`config.mk`:
```
export PLATFORM = sky130hd
export DESIGN_NAME = mem_port_arbiter
export DESIGN_NICKNAME = d
export VERILOG_FILES = /design/src/rtl/mem_port_arbiter.sv
export SDC_FILE = /design/constraint.sdc
export NUM_CORES = 1
export LEC_CHECK = 0
export CAP_MARGIN = 5
export CELL_PAD_IN_SITES_DETAIL_PLACEMENT = 0
export CELL_PAD_IN_SITES_GLOBAL_PLACEMENT = 1
export CORE_ASPECT_RATIO = 1.1
export CORE_MARGIN = 5
export CORE_UTILIZATION = 29
export CTS_CLUSTER_DIAMETER = 60
export DETAILED_ROUTE_END_ITERATION = 7
export HOLD_SLACK_MARGIN = 0.05
export PLACE_DENSITY = 0.76
export SLEW_MARGIN = 20
export SYNTH_ARGS = -nofsm -noshare
export SYNTH_HDL_FRONTEND = slang
export SYNTH_SLANG_ARGS = --single-unit
export TNS_END_PERCENT = 30
```
`constraint.sdc`:
```
create_clock -name clk -period 1.45 [get_ports clk]
set_input_delay 0.145 -clock clk [delete_from_list [all_inputs] [get_ports clk]]
set_output_delay 0.145 -clock clk [all_outputs]
set_load 0.02 [all_outputs]
```
`src/rtl/mem_port_arbiter.sv`:
```
`default_nettype none
// ============================================================================
// Module   : mem_port_arbiter
// Purpose  : Shares a single-port 256x16 memory between the instruction-fetch
//            and load/store units. LS has priority; a starvation guard keeps IF moving.
// Revision : 1.0 - initial release
// ============================================================================
module mem_port_arbiter #(
    parameter int ADDR_W       = 12,
    parameter int DATA_W       = 16,
    parameter int MEM_WORDS    = 256,
    parameter int STARVE_LIMIT = 4
) (
    input  logic              clk,
    input  logic              rst_n,
    input  logic              if_req,
    input  logic [ADDR_W-1:0] if_addr,
    output logic              if_ack,
    output logic [DATA_W-1:0] if_rdata,
    input  logic              ls_req,
    input  logic              ls_we,
    input  logic [ADDR_W-1:0] ls_addr,
    input  logic [DATA_W-1:0] ls_wdata,
    output logic              ls_ack,
    output logic [DATA_W-1:0] ls_rdata,
    output logic              err,
    output logic              busy,
    output logic [ADDR_W-1:0] mem_address,
    output logic [DATA_W-1:0] mem_data_in,
    output logic              mem_write_enable,
    output logic              mem_read_enable,
    input  logic [DATA_W-1:0] mem_data_out
);

    localparam logic [1:0] S_IDLE   = 2'd0;
    localparam logic [1:0] S_ACCESS = 2'd1;
    localparam logic [1:0] S_DONE   = 2'd2;

    // One extra bit so MEM_WORDS == 2**ADDR_W still compares correctly.
    localparam logic [ADDR_W:0] C_MEM_LIMIT    = (ADDR_W+1)'(MEM_WORDS);
    localparam logic [3:0]      C_STARVE_LIMIT = 4'(STARVE_LIMIT);

    logic [1:0]        r_state;
    logic              r_win_ls;
    logic              r_we;
    logic              r_oor;
    logic [ADDR_W-1:0] r_addr;
    logic [DATA_W-1:0] r_wdata;
    logic [DATA_W-1:0] r_if_rdata;
    logic [DATA_W-1:0] r_ls_rdata;
    logic [3:0]        r_starve_cnt;

    logic              w_grant_if;
    logic              w_grant_ls;
    logic [ADDR_W-1:0] w_sel_addr;
    logic              w_in_access;
    logic              w_in_done;
    logic [DATA_W-1:0] w_rd_data;

    assign w_grant_if  = if_req & (~ls_req | (r_starve_cnt == C_STARVE_LIMIT));
    assign w_grant_ls  = ls_req & ~w_grant_if;
    assign w_sel_addr  = w_grant_ls ? ls_addr : if_addr;
    assign w_in_access = (r_state == S_ACCESS);
    assign w_in_done   = (r_state == S_DONE);
    assign w_rd_data   = r_oor ? '0 : mem_data_out;

    always_ff @(posedge clk or negedge rst_n) begin
        if (!rst_n) begin
            r_state      <= S_IDLE;
            r_win_ls     <= 1'b0;
            r_we         <= 1'b0;
            r_oor        <= 1'b0;
            r_addr       <= '0;
            r_wdata      <= '0;
            r_if_rdata   <= '0;
            r_ls_rdata   <= '0;
            r_starve_cnt <= '0;
        end else begin
            case (r_state)
                S_IDLE: begin
                    if (if_req | ls_req) begin
                        r_state  <= S_ACCESS;
                        r_win_ls <= w_grant_ls;
                        r_addr   <= w_sel_addr;
                        r_we     <= w_grant_ls & ls_we;
                        r_wdata  <= w_grant_ls ? ls_wdata : '0;
                        r_oor    <= ({1'b0, w_sel_addr} >= C_MEM_LIMIT);
                    end
                    // Counts only IF losses to LS; any other IDLE outcome resets it.
                    if (if_req && w_grant_ls) begin
                        if (r_starve_cnt != 4'hF) begin
                            r_starve_cnt <= r_starve_cnt + 4'd1;
                        end
                    end else begin
                        r_starve_cnt <= '0;
                    end
                end
                S_ACCESS: begin
                    r_state <= S_DONE;
                    if (!r_win_ls) begin
                        r_if_rdata <= w_rd_data;
                    end else if (!r_we) begin
                        r_ls_rdata <= w_rd_data;
                    end
                end
                S_DONE: begin
                    r_state <= S_IDLE;
                end
                default: begin
                    r_state <= S_IDLE;
                end
            endcase
        end
    end

    // Memory-side signals are gated by state so an async reset kills them at once.
    assign mem_address      = w_in_access ? r_addr : '0;
    assign mem_data_in      = w_in_access ? r_wdata : '0;
    assign mem_write_enable = w_in_access & ~r_oor & r_we;
    assign mem_read_enable  = w_in_access & ~r_oor & ~r_we;

    assign if_ack   = w_in_done & ~r_win_ls;
    assign ls_ack   = w_in_done & r_win_ls;
    assign err      = w_in_done & r_oor;
    assign busy     = (r_state != S_IDLE);
    assign if_rdata = r_if_rdata;
    assign ls_rdata = r_ls_rdata;

endmodule
`default_nettype wire

```
**Word-level counts from Yosys, hierarchy flattened**

Index checks and enable logic that the tools add are counted.
Widths: inputs -> output; s select.

- Output and inout port bits: 66
- Bits in registers: 69
- Bits of input ports: 61
- Logic and storage cells: 49

- $add $sub $neg: 1
- $lt $le $gt $ge: 1
- Mux-type cells: 9
- Bitwise operators: 16
- Reduce and logical (&&, ||, !) cells: 7
- Equality and inequality tests: 6

Operator list:

| kind | count |
|---|---|
| $mux 16 | 3 |
| $mux 12 | 2 |
| $ge 12x9->1 const B | 1 |
| $and 1x1->1 | 9 |
| $mux 4 | 2 |
| $reduce_and 2->1 | 3 |
| $not 1->1 | 5 |
| $add 4x1->4 const B | 1 |
| $eq 4x3->1 const B | 1 |
| $ne 4x4->1 const B | 1 |
| $pmux 2 s2 | 1 |
| $reduce_and 3->1 | 1 |
| $eq 2x1->1 const B | 1 |
| $eq 2x2->1 const B | 1 |
| $logic_not 2->1 | 1 |
| $mux 2 | 1 |
| $ne 2x1->1 const B | 1 |
| $ne 2x2->1 const B | 1 |
| $or 1x1->1 | 2 |
| $reduce_bool 2->1 | 1 |
| $logic_and 1x1->1 | 1 |

**Logic depth before layout (Yosys ltp)**

- Word-level depth: 8
- Mapped depth: 6
- Depth with buffers taken out: 5

**Least setup slack after synthesis**

OpenSTA, ideal clock, no wires.

- Kind: reg2out
- Start: register r_state[0]
- End: output mem_read_enable
- Arrival time: 1399 ps
- Cell stages (with the launch flop): 4
- Required time: 1305 ps
- Setup slack: -94 ps
- Cells stage by stage: dfrtp_1 > nor2b_1 > clkbuf_1 > nor3b_1

- Longest elaborated chain between the ends: 3

Ends and longest elaborated chain:

| what | line | text |
|---|---|---|
| start, declared | 43 | `logic [1:0] r_state;` |
| start signal, assigned | 69 | `r_state <= S_IDLE;` |
| start signal, assigned | 82 | `r_state <= S_ACCESS;` |
| start signal, assigned | 99 | `r_state <= S_DONE;` |
| $eq 2x1->1 | 63 | `assign w_in_access = (r_state == S_ACCESS);` |
| $and 1x1->1 (2 in series) | 120 | `assign mem_read_enable = w_in_access & ~r_oor & ~r_we;` |
| end, declared | 31 | `output logic mem_read_enable,` |

Every way passes these cells.

**Worst setup path in the final report**

- Start: register r_state[1]
- End: output mem_read_enable

Same word-level chain as after synthesis.

==> key figures <==
Outcome
  • Run status: finished, violations left
  • Violated checks: setup timing

Logic synthesis
  • Fraction of the yosys area taken by sequential cells: about 53%
  • Cell Area, Synth: 3232 um^2
  • Syn avg cell area: 9.734 um^2
  • Nets in the synthesized netlist: 395
  • Number of warnings printed during yosys synthesis: 0
  • Flip-flop and latch count after synthesis: 69
  • Post-synth cell types: 36
  • Synthesized instance count: about 330

Route
  • Remaining antenna violation count: 0
  • Count of unresolved DRC violations after routing: 0
  • Average detailed-routed wire length per instance: 15.89 um
  • Detailed-route vias per instance: 4.822
  • Number of optimization iterations in the first detailed-route pass: 4
  • Total number of vias: 3,038
  • Sum of routed wire length over all layers: approximately 10,000 um
  • Number of design-rule violations left by the first detailed-router iteration: 160

Floorplanning
  • Die Height: 120.7 um
  • I/O Pins: 127
  • Placeable core area: between 10,000 and 15,000 um^2
  • X dimension of the die: 110.7 um
  • Initial core utilization: 29.62%
  • Number of placement rows: 40
  • Floorplan die area: 13,360 um^2

Critical path
  • Nature of the critical path endpoint: output port
  • Stage delay of the slowest cell on the critical path: between 0.4 and 0.5 ns
  • Crit Path Category: flop to output port
  • Top delay family on crit path: flip-flops
  • Required time at the worst-slack endpoint: 1.31 ns
  • Cell-by-cell listing of the critical path: nor2b_4, buf_6, nor3b_2, buf_4
  • Sum of buffers and inverters on the critical path: 2
  • Critical path's slowest cell: dfrtp_1
  • Worst-path maximum fanout: 11
  • WP data arrival: 1.37 ns
  • Critical Path Source Type: flop

STA
  • Post-route setup slack: -0.06574 ns
  • Final cycle utilization of the critical path: 104.5%
  • Unrepaired setup endpoints after global routing: yes
  • Hold violation total from the final report: 0
  • Final setup skew: approximately 0.0053 ns
  • Total of endpoints with negative setup slack in the final report: 18
  • Min Tclk post-route: about 1.5 ns
  • Worst rel slew slack: about half
  • Final max-slew violation count: 0
  • Slew @ Worst Pin: 0.7699 ns
  • Maximum operating frequency: 0.6597 GHz

Cells and area
  • Ratio of cells with drive above 1 in the final layout: between 20% and 30%
  • Finished layout cell area: 5330 um^2
  • Number of nets in the final layout: 542
  • Number of inserted filler cells in the final layout: 1,057
  • Post-Route Utilization: 48.85%
  • Layout area overhead: 64.92%
  • Number of antenna repair diodes: 0

Power
  • Reported leakage power: 2.627 nW
  • Highest ir drop seen on vdd: 0.0006347 V
  • Power per Cell Area: roughly 2100 nW/um^2
  • Total power after layout: 10.97 mW

Global route
  • Maximum number of pins on one net before global-route repair: 43
  • Number of antenna violations at the first check in global routing: 0
  • Overall overflow remaining after global route: 0
  • Via count of the first global-routing pass: 3,201
  • Global routing usage summed across all routing layers: around 15%
  • Global-route wire length before repair: around 16,000 um

Placement
  • Placer congestion estimate: 0.7223
  • Post-DP HPWL: 7249 um
  • Placed Instance Area: 4880 um^2
  • Quantity of I/O buffers inserted on ports: approximately 130
  • Worst slack after detailed placement: -0.2817 ns

Clocking
  • Cell at the root of the clock tree: clkbuf_16
  • TritonCTS clock tree: done
  • Num CTS Buffers: 9
  • Bufs on Longest Clock Path: 2
  • Sinks on Clock Net: 69
  • CTS HTree Levels: 3
  • Register clock-pin slew on the reported worst setup and hold paths: 0.05 ns
  • Clock network latency to the later pin of the worst-skew pair: about 0.32 ns

Job
  • Max-cap violations: 0

Worst hold path
  • Path class of the lowest-slack min-delay path: input port to asynchronous set/reset pin
[through the flow]
stage	setup TNS, ns	std cells	hold WS, ns
floorplan	-0.07785	332	-0.1506
global placement	-6.675	609	0.09287
detailed placement	-9.630	609	0.1041
CTS	-1.852	626	0.3039
global route	-3.248	630	0.3397
finish	-0.3624	630	0.2975
[flip-flops by register name, indices dropped and copies added (netlist names)]
| register | count |
|---|---|
| if_rdata | 16 |
| ls_rdata | 16 |
| r_wdata | 16 |
| r_addr | 12 |
| r_starve_cnt | 4 |
| r_state | 2 |
| r_oor | 1 |
| r_we | 1 |
| r_win_ls | 1 |
[cell families (layout without fill, tap and decap cells)]
kind of cell / Yosys count / in the layout / synth area share [%]
buf+inv: 33 / 184 / 4.374
mux: 2 / 2 / 0.6968
fa+ha+maj: 2 / 2 / 0.7742
flops: 69 / 69 / 53.43
simple gates: 142 / 142 / 24.47
compound gates: 84 / 84 / 16.26
[placed cells by master (no fill, tap or decap), drive strengths merged]
cell / n
and4: 1
a311o: 1
nand2b: 16
a21oi: 4
nor3b: 3
nor4: 1
o31ai: 1
ha: 2
o21ai: 48
clkdlybuf4s50: 66
dlymetal6s2s: 23
clkbuf: 14
inv: 5
dfrtp: 69
nand4bb: 1
nor4b: 1
or2: 1
nand3: 29
clkinv: 2
and3b: 4
nand4: 13
dlygate4sd3: 1
and2: 29
mux2: 2
nor3: 1
or3b: 1
and3: 1
dlygate4sd2: 2
o311ai: 1
o2bb2ai: 17
nand2: 35
nor2: 2
o211ai: 12
buf: 71
or4: 1
nor2b: 1
nand4b: 1
[cell usage after synthesis (all sizes together)]
master | count | area [um^2]
dfrtp | 69 | 1727
o21ai | 48 | 240.2
nand2 | 35 | 131.4
and2 | 29 | 181.4
nand3 | 29 | 145.1
clkbuf | 17 | 63.81
o2bb2ai | 17 | 148.9
nand2b | 16 | 100.1
nand4 | 13 | 81.33
o211ai | 12 | 90.09
buf | 11 | 58.80
inv | 5 | 18.76
a21oi | 4 | 20.02
and3b | 4 | 35.03
nor3b | 3 | 22.52
ha | 2 | 25.02
mux2 | 2 | 22.52
nor2 | 2 | 10.01
a311o | 1 | 10.01
and3 | 1 | 6.260
and4 | 1 | 8.760
nand4b | 1 | 8.760
nand4bb | 1 | 11.26
nor2b | 1 | 6.260
nor3 | 1 | 5.000
nor4 | 1 | 6.260
nor4b | 1 | 8.760
o311ai | 1 | 8.760
o31ai | 1 | 7.510
or2 | 1 | 6.260
or3b | 1 | 8.760
or4 | 1 | 7.510
[routing by layer]
metal	track usage (%)	part of all wire (%)
met4	5.620	1.4
met3	3.303	4.6
met2	25.46	49
met1	19.47	45
met5	0	0
[final cells by class]
cell class / count / area (um^2) / share of cell area, %
clock buffer: 13 / 250.2 / 4.695
clock inverter: 2 / 10.01 / 0.1878
inverter: 5 / 18.77 / 0.3521
multi-input combinational: 230 / 1435 / 26.92
sequential: 69 / 1727 / 32.39
tap: 147 / 183.9 / 3.451
timing repair buffer: 164 / 1705 / 32.00
[what timing repair did]
action,CTS,global route
endpoints found under the hold margin,27,0
hold buffers,1,0
cloned,0,1
setup buffers,1,3
pin swaps,2,3
resized for setup,184,70
setup endpoints to repair,38,87
[path summary, 6_finish.rpt]
check / from / to / slack (ns) / cells past startpoint
hold / removal: rst_n / if_rdata[10] / 0.30 / 2
setup reg to reg: r_starve_cnt[0] / r_starve_cnt[0] / -0.01 / 4
hold reg to reg: ls_rdata[15] / ls_rdata[15] / 0.47 / 2
max in group asynchronous: rst_n / r_state[0] / 0.59 / 3
min in group clk: ls_wdata[0] / r_wdata[0] / 0.37 / 3
setup / recovery: r_state[1] / mem_read_enable / -0.07 / 4
[power breakdown]
part	internal (mW)	switching, mW
clock	1.19	0.748
combinational	2.82	2.96
sequential	2.78	0.471
Note: power is estimated with default switching activity, not from simulation.
